==> src/rtl/load_store_unit.sv <==
// -----------------------------------------------------------------------------
// load_store_unit
//   Initiator side of the core's data-memory interface. Takes one load/store
//   request at a time, checks it, and drives a word-addressed memory port with
//   combinational read data. Sub-word stores are performed as a read followed
//   by a full-word write of the merged data. Loads return sign- or
//   zero-extended lane data.
//
// Ports:
//   clk, rst_n          clock, asynchronous active-low reset
//   req_valid/ready     request handshake (ready only while idle)
//   req_we              1 = store, 0 = load
//   req_funct3          000 B, 001 H, 010 W, 100 BU, 101 HU
//   req_addr            byte address
//   req_wdata           store data (low byte/half used for sub-word stores)
//   resp_valid          one-cycle completion pulse
//   resp_rdata          extended load data (0 for stores and errors), held
//   resp_err            error flag, meaningful only with resp_valid
//   mem_WriteEn/ReadEn  memory strobes, never both high
//   mem_Addr            word index = zero-extended req_addr[ADDR_W-1:2]
//   mem_WriteData       full word to write
//   mem_ReadData        combinational read data
// -----------------------------------------------------------------------------
module load_store_unit #(
  parameter int ADDR_W    = 32,
  parameter int MEM_WORDS = 1024
) (
  input  logic              clk,
  input  logic              rst_n,
  input  logic              req_valid,
  output logic              req_ready,
  input  logic              req_we,
  input  logic [2:0]        req_funct3,
  input  logic [ADDR_W-1:0] req_addr,
  input  logic [31:0]       req_wdata,
  output logic              resp_valid,
  output logic [31:0]       resp_rdata,
  output logic              resp_err,
  output logic              mem_WriteEn,
  output logic              mem_ReadEn,
  output logic [31:0]       mem_Addr,
  output logic [31:0]       mem_WriteData,
  input  logic [31:0]       mem_ReadData
);

  typedef enum logic [1:0] {IDLE, LOAD, RMW_RD, ST_WR} state_t;

  localparam logic [ADDR_W-1:0] MEM_WORDS_A = ADDR_W'(MEM_WORDS);

  state_t              state_reg, state_next;
  logic                we_reg, we_next;
  logic [2:0]          funct3_reg, funct3_next;
  logic [ADDR_W-1:0]   addr_reg, addr_next;
  logic [31:0]         wdata_reg, wdata_next;
  logic [31:0]         merge_reg, merge_next;
  logic                resp_valid_reg, resp_valid_next;
  logic                resp_err_reg, resp_err_next;
  logic [31:0]         resp_rdata_reg, resp_rdata_next;

  logic                req_err;
  logic                range_err;
  logic [31:0]         shifted;
  logic [31:0]         load_ext;
  logic [31:0]         rmw_word;
  logic                sub_is_half;

  // Request legality, evaluated straight from the request inputs so an
  // error is decided on the accept edge without ever touching memory.
  assign range_err = {2'b00, req_addr[ADDR_W-1:2]} >= MEM_WORDS_A;

  always_comb begin
    req_err = 1'b0;
    case (req_funct3)
      3'b000:  req_err = 1'b0;
      3'b001:  req_err = req_addr[0];
      3'b010:  req_err = (req_addr[1:0] != 2'b00);
      3'b100:  req_err = req_we;
      3'b101:  req_err = req_we | req_addr[0];
      default: req_err = 1'b1;
    endcase
    req_err = req_err | range_err;
  end

  // Accesses are aligned by construction, so shifting the word down by the
  // byte offset places both byte and half lanes at bit 0.
  assign shifted = mem_ReadData >> {addr_reg[1:0], 3'b000};

  always_comb begin
    load_ext = shifted;
    case (funct3_reg)
      3'b000:  load_ext = {{24{shifted[7]}}, shifted[7:0]};
      3'b001:  load_ext = {{16{shifted[15]}}, shifted[15:0]};
      3'b100:  load_ext = {24'h0, shifted[7:0]};
      3'b101:  load_ext = {16'h0, shifted[15:0]};
      default: load_ext = shifted;
    endcase
  end

  // Read-modify-write merge: each byte lane takes store data if it is
  // covered by the access, else keeps the word just read.
  assign sub_is_half = funct3_reg[0];

  generate
    for (genvar gi = 0; gi < 4; gi++) begin : g_lane
      localparam logic [1:0] LANE = 2'(gi);
      logic hit;
      logic [7:0] src;
      assign hit = sub_is_half ? (addr_reg[1] == LANE[1]) : (addr_reg[1:0] == LANE);
      assign src = (sub_is_half && LANE[0]) ? wdata_reg[15:8] : wdata_reg[7:0];
      assign rmw_word[8*gi +: 8] = hit ? src : mem_ReadData[8*gi +: 8];
    end
  endgenerate

  always_comb begin
    state_next      = state_reg;
    we_next         = we_reg;
    funct3_next     = funct3_reg;
    addr_next       = addr_reg;
    wdata_next      = wdata_reg;
    merge_next      = merge_reg;
    resp_valid_next = 1'b0;
    resp_err_next   = 1'b0;
    resp_rdata_next = resp_rdata_reg;
    mem_ReadEn      = 1'b0;
    mem_WriteEn     = 1'b0;
    mem_WriteData   = 32'h0;

    case (state_reg)
      IDLE: begin
        if (req_valid) begin
          we_next     = req_we;
          funct3_next = req_funct3;
          addr_next   = req_addr;
          wdata_next  = req_wdata;
          if (req_err) begin
            resp_valid_next = 1'b1;
            resp_err_next   = 1'b1;
            resp_rdata_next = 32'h0;
          end else if (!req_we) begin
            state_next = LOAD;
          end else if (req_funct3 == 3'b010) begin
            state_next = ST_WR;
          end else begin
            state_next = RMW_RD;
          end
        end
      end
      LOAD: begin
        mem_ReadEn      = 1'b1;
        resp_valid_next = 1'b1;
        resp_rdata_next = load_ext;
        state_next      = IDLE;
      end
      RMW_RD: begin
        mem_ReadEn = 1'b1;
        merge_next = rmw_word;
        state_next = ST_WR;
      end
      ST_WR: begin
        mem_WriteEn     = 1'b1;
        mem_WriteData   = (funct3_reg == 3'b010) ? wdata_reg : merge_reg;
        resp_valid_next = 1'b1;
        resp_rdata_next = 32'h0;
        state_next      = IDLE;
      end
      default: state_next = IDLE;
    endcase
  end

  always_ff @(posedge clk or negedge rst_n) begin
    if (!rst_n) begin
      state_reg      <= IDLE;
      we_reg         <= 1'b0;
      funct3_reg     <= 3'b000;
      addr_reg       <= '0;
      wdata_reg      <= 32'h0;
      merge_reg      <= 32'h0;
      resp_valid_reg <= 1'b0;
      resp_err_reg   <= 1'b0;
      resp_rdata_reg <= 32'h0;
    end else begin
      state_reg      <= state_next;
      we_reg         <= we_next;
      funct3_reg     <= funct3_next;
      addr_reg       <= addr_next;
      wdata_reg      <= wdata_next;
      merge_reg      <= merge_next;
      resp_valid_reg <= resp_valid_next;
      resp_err_reg   <= resp_err_next;
      resp_rdata_reg <= resp_rdata_next;
    end
  end

  assign req_ready  = (state_reg == IDLE);
  assign resp_valid = resp_valid_reg;
  assign resp_err   = resp_err_reg;
  assign resp_rdata = resp_rdata_reg;
  assign mem_Addr   = 32'(addr_reg[ADDR_W-1:2]);

  // we_reg is latched with the request for completeness; the path taken is
  // already encoded in the state, so it does not feed any output.
  logic unused_ok;
  assign unused_ok = we_reg;

endmodule

==> config.mk <==
export PLATFORM = sky130hd
export DESIGN_NAME = load_store_unit
export DESIGN_NICKNAME = d
export VERILOG_FILES = /design/src/rtl/load_store_unit.sv
export SDC_FILE = /design/constraint.sdc
export NUM_CORES = 1
export LEC_CHECK = 0
export ABC_AREA = 1
export CAP_MARGIN = 20
export CORE_MARGIN = 2
export CORE_UTILIZATION = 50
export CTS_CLUSTER_SIZE = 16
export DETAILED_ROUTE_END_ITERATION = 6
export PLACE_DENSITY = 0.83
export SLEW_MARGIN = 20
export SYNTH_ARGS = -nofsm -noshare
export SYNTH_HDL_FRONTEND = slang
export SYNTH_SLANG_ARGS = --single-unit
==> constraint.sdc <==
create_clock -name clk -period 4.27 [get_ports clk]
set_input_delay 1.281 -clock clk [delete_from_list [all_inputs] [get_ports clk]]
set_output_delay 1.281 -clock clk [all_outputs]
set_load 0.02 [all_outputs]
==> out/metrics.yaml <==
holdPathStages: 2
hold_end: "wdata_reg[21]"
wirelength_um: 21500
worstReg2RegEnd: "merge_reg[21]"
hold_viol_final: 0
clockBufferDepth: 2
irDropWorstVdd_mv: 0.378
antenna-diode-count: 0
die_h_um: 126
path_max_fanout: 33
arrival_ns: 2.58
start_util_pct: 51.0
path_cells: "inv_2, nor3_4, buf_4, o21ai_0, a21oi_1, clkdlybuf4s50_1"
dp.cells: 1298
setup-violations-final: 0
cts.sinks: 135
r2r_cells: 7
hold_buffers: 0
pre_cts_slack_ns: 0.656
design.core.area_um2: 14500
routabilityCongestion: 0.972
n_fill_cell: 1221
ys_types: 30
cap_violations: 0
grt_pass1_wl_um: 34600
dieArea_um2: 15800
seqPwrFrac_pct: 33.3
start_kind: "flip-flop"
wire_per_inst_um: 16.2
pwr-share-clk_pct: 19.5
synth_area_per_cell_um2: 7.40
slew_viol_final: 0
slowest_stage: "clkdlybuf4s50_1"
p_comb_share_pct: 47.2
grt_usage_pct: 27.7
skew_ns: 0.00581
tightestPinTransition_ns: 0.950
hold_path_class: "reg -> reg"
hpwl_um: 15600
io_buffers: 201
max_slew_margin_pct: 36.6
fin_nets: 1240
syn-cell-area_um2: 7380
cts_resized: 0
antenna_left: 0
hp-start: "wdata_reg[21]"
reg2reg_setup_slack_ns: 1.63
critPathRequiredTime_ns: 2.99
synthCells: 998
p_leak_nw: 4.66
critPathMaxStageDelay_ns: 0.62
rsz0062_at_grt: "false"
h-tree-depth: 4
fin_crit_sh_pct: 90.5
antenna_found_initial: 0
routed_via_density: 5.31
instances_no_fill: 1330
cts_root_buf: "clkbuf_16"
p_per_area_nw_per_um2: 724
outcome: "finished, final reports clean"
die_w_um: 126
pin_count: 204
cts_setup_buffers: 0
cts_tree: "yes"
insertion_delay_ns: 0.43
finalSetupTns_ns: 0
setup_ws_ns: 0.405
fmax_mhz: 259
area_growth_pct: 31.8
yosys_warnings: 0
power_switching_share_pct: 44.3
first_pass_iters: 5
yosysSeqAreaShare_pct: 45.8
cp-end-kind: "output port"
grt_max_degree: 71
num_rows: 44
switchingPower_w: 0.00312
crit_buf_inv: 3
drc_errors: 0
timing.hold.ws_ns: 0.481
startpoint: "funct3_reg[1]"
ys_ff_latch: 135
grt_pass1_vias: 6653
final.min_clock_period_ns: 3.86
reg2reg_from: "state_reg[0]"
drt-initial-drc-count: 535
grt_overflow_total: 0
via_count: 7068
path_clk_slew_ns: 0.06
drive_above_1_share_pct: 5.58
crit_type: "reg -> out"
numCtsBuffers: 17
worst_path_dominant_cell_family: "buffers and inverters"
p_int_w: 0.00393
## area by class of cell
cell class / count / area (µm²) / share of cell area (%)
clock buffers: 18 / 429 / 4.41
clock inverters: 14 / 129 / 1.32
inverters: 90 / 338 / 3.47
multi-input cells: 679 / 3130 / 32.2
flip-flops and latches: 135 / 3380 / 34.7
well taps: 184 / 230 / 2.37
repair buffers: 210 / 2090 / 21.5
## stage by stage
stage	total power, W	util (%)	area, µm²
3_5_place_dp	0.00564	63.4	9170
3_3_place_gp	0.00558	63.4	9170
2_1_floorplan	0.00459	-	7390
6_report	0.00704	67.2	9730
4_1_cts	0.00704	67.2	9730
5_1_grt	0.00754	67.2	9730
## synthesized netlist by cell type (all sizes together)
cell type  count  area, µm²
ha             4       50.1
o21bai         1       7.51
clkinv         2       7.51
conb           1       3.75
nor3           2       21.3
a22oi          7       52.6
o21ai        106        531
nand2        308       1170
inv           88        330
buf           62        418
nor2          46        193
nand3         91        478
clkbuf        33        124
o211ai        20        150
a31oi          1       6.26
a21oi         91        463
dfrtp        135       3380
## placed cells by master, fill, tap and decap left out, types with 4 or more instances in the layout
cell	count
inv_1	82
clkinv_4	5
o21ai_0	83
nor2_1	42
o21ai_1	23
ha_1	4
inv_2	7
dfrtp_1	134
nand2_1	304
clkdlybuf4s50_1	200
a22oi_1	7
o211ai_1	20
a21oi_1	88
buf_4	8
clkbuf_16	17
nand3_1	88
## layer usage
| layer | global-route usage (%) | part of all wire [%] | up-vias |
|---|---|---|---|
| li1 | - | - | 3460 |
| met1 | 37.4 | 43 | 3253 |
| met5 | 0 | 0 | - |
| met4 | 10.8 | 2.8 | 0 |
| met2 | 43.1 | 46 | 313 |
| met3 | 6.97 | 8.4 | 42 |
## worst max-delay path by stage
| stage | endpoint | slack (ns) | cells after the start |
|---|---|---|---|
| final | mem_WriteData[8] | 0.41 | 6 |
| after global routing | mem_WriteData[30] | 0.25 | 5 |
| after CTS | mem_WriteData[8] | 0.20 | 6 |
| after detailed placement | mem_WriteData[8] | 0.66 | 6 |
| after global placement | mem_WriteData[29] | 0.76 | 6 |
| after floorplan | mem_WriteData[25] | 1.52 | 7 |
## power groups by stage
| stage | clock network [W] | registers [W] | logic, W |
|---|---|---|---|
| finish | 0.00138 | 0.00234 | 0.00332 |
| floorplan | 0 | 0.00231 | 0.00228 |
| detailed placement | 0 | 0.00234 | 0.00330 |
| CTS | 0.00138 | 0.00234 | 0.00332 |
| global placement | 0 | 0.00234 | 0.00324 |
| global route | 0.00145 | 0.00242 | 0.00368 |
## cells by family after synthesis
family / count (synthesis) / share of synthesized area (%)
AO/OA/AOI/OAI: 226 / 16.4
other: 1 / 0.0508
AND/OR/NAND/NOR: 447 / 25.2
adder cells (fa/ha/maj): 4 / 0.678
buffers and inverters: 185 / 11.9
flip-flops: 135 / 45.8
## worst min-delay path, cell delays in order, from the launching register on
cell and delay [ns]:
dfrtp_1 0.34, nand2_1 0.06, nand2_1 0.06
(Power assumes the default switching activity.)
==> RTL change, RTL diff (same settings) <==
Make the reset (`rst_n`) synchronous in one clocked block. Comments in the files are not updated.
--- a/src/rtl/load_store_unit.sv
+++ b/src/rtl/load_store_unit.sv
@@ -168,5 +168,5 @@
   end
 
-  always_ff @(posedge clk or negedge rst_n) begin
+  always_ff @(posedge clk) begin
     if (!rst_n) begin
       state_reg      <= IDLE;
Formal check against the unedited RTL: differs if rst_n is asserted again (counterexample within 4 cycles, from zero or initial values and one cycle with rst_n low); with rst_n held inactive, the same outputs for 10 cycles.
==> RTL change against the original RTL <==
Routed wire length grew 1.1%; sequential cell count is the same; via count grew 4.1%; power shrank 16%; final area shrank 3.0%; synthesized cell count grew 5.6%; worst hold slack lost 0.017 ns; worst setup slack lost 0.17 ns; area after synthesis shrank 4.4%; non-clock buffer count grew 6.
==> RTL change: results (changes against the original RTL) <==
Parameter                              Value

Status
  Run status    complete, no violations (unchanged)

Global routing
  First-pass GRT wire length    33900 um (was 34600 um)
  GRT Overall Usage    0.293 (was 0.277)

Hold path
  Worst Hold Launch    merge_reg[12]$_SDFFE_PN0P_ (was wdata_reg[21]$_DFFE_PN0P_)

Routing
  Total iterations of the first detailed-routing run    6 (was 5)
  Detailed Route WL    21700 um (was 21500 um)
  Wire per inst    15.8 um (was 16.2 um)
  Detail-routed via count per cell    5.34 (was 5.31)

Critical path
  Crit-path slowest cell    sky130_fd_sc_hd__ha_1 (was sky130_fd_sc_hd__clkdlybuf4s50_1)
  Register-to-Register Setup Slack    2.11 ns (was 1.63 ns)
  Start point of the critical path    state_reg[0]$_SDFFE_PN0P_ (was funct3_reg[1]$_DFFE_PN0P_)
  Crit Reg-Reg Startpoint    addr_reg[0]$_SDFFE_PN0P_ (was state_reg[0]$_DFFE_PN0P_)
  Reg2reg end    merge_reg[13]$_SDFFE_PN0P_ (was merge_reg[21]$_DFFE_PN0P_)
  End point of the critical path    mem_WriteData[27] (was mem_WriteData[8])
  Biggest cell delay along the critical path    0.73 ns (was 0.62 ns)

Synth
  Synth cell types    35 (was 30)
  Gate count of the mapped netlist    1054 (was 998)
  Most numerous cell types in the synthesized netlist    sky130_fd_sc_hd__nand2_1 (170), sky130_fd_sc_hd__nor2_1 (142), sky130_fd_sc_hd__dfxtp_1 (135), sky130_fd_sc_hd__o21ai_0 (130), sky130_fd_sc_hd__a21oi_1 (121) (was sky130_fd_sc_hd__nand2_1 (305), sky130_fd_sc_hd__dfrtp_1 (135), sky130_fd_sc_hd__a21oi_1 (89), sky130_fd_sc_hd__nand3_1 (88), sky130_fd_sc_hd__o21ai_0 (83))
  Top cells by area in the synthesized netlist    sky130_fd_sc_hd__dfxtp_1 (38%), sky130_fd_sc_hd__o21ai_0 (9.2%), sky130_fd_sc_hd__nand2_1 (9.0%) (was sky130_fd_sc_hd__dfrtp_1 (46%), sky130_fd_sc_hd__nand2_1 (16%), sky130_fd_sc_hd__a21oi_1 (6.0%))
  Ys flop type    sky130_fd_sc_hd__dfxtp_1 (was sky130_fd_sc_hd__dfrtp_1)

Pwr
  P per Cell Area    630 nW/um2 (was 724 nW/um2)
  Static Leak    3.82 nW (was 4.66 nW)

Placed design
  Pre-CTS worst setup slack    0.750 ns (was 0.656 ns)

STA
  Period minus WS final    4.03 ns (was 3.86 ns)
  Slew of the pin with the lowest slew margin    0.842 ns (was 0.950 ns)

Finish
  Fill cell total of the finished layout    1202 (was 1221)
RTL change: cells by family (layout without fill, tap and decap cells):
group,count (synthesis),count (layout),synth area share
buf+inv,223,365,0.146
other cells,1,2,0.000531
compound gates,308,308,0.237
fa+ha+maj,4,4,0.00709
flops,135,135,0.383
simple gates,383,383,0.227
RTL change: per-layer routing:
layer / GRT usage / routed length [um] / share of wire
met1: 0.368 / 9180 / 0.42
met2: 0.458 / 9740 / 0.45
met3: 0.111 / 2220 / 0.10
met4: 0.103 / 603 / 0.028
met5: 0 / 0 / 0
RTL change: cell type report:
class	count	share of cell area
inverters	117	0.0465
well taps	180	0.0238
flip-flops and latches	135	0.286
multi-input cells	697	0.353
clock buffers	18	0.0454
clock inverters	14	0.0209
repair buffers	216	0.224
RTL change: report_power, final:
group          switching [mW]  total [mW]  internal [mW]
sequential              0.186        1.78           1.60
clock                   0.588        1.57          0.982
combinational            1.63        2.59          0.963
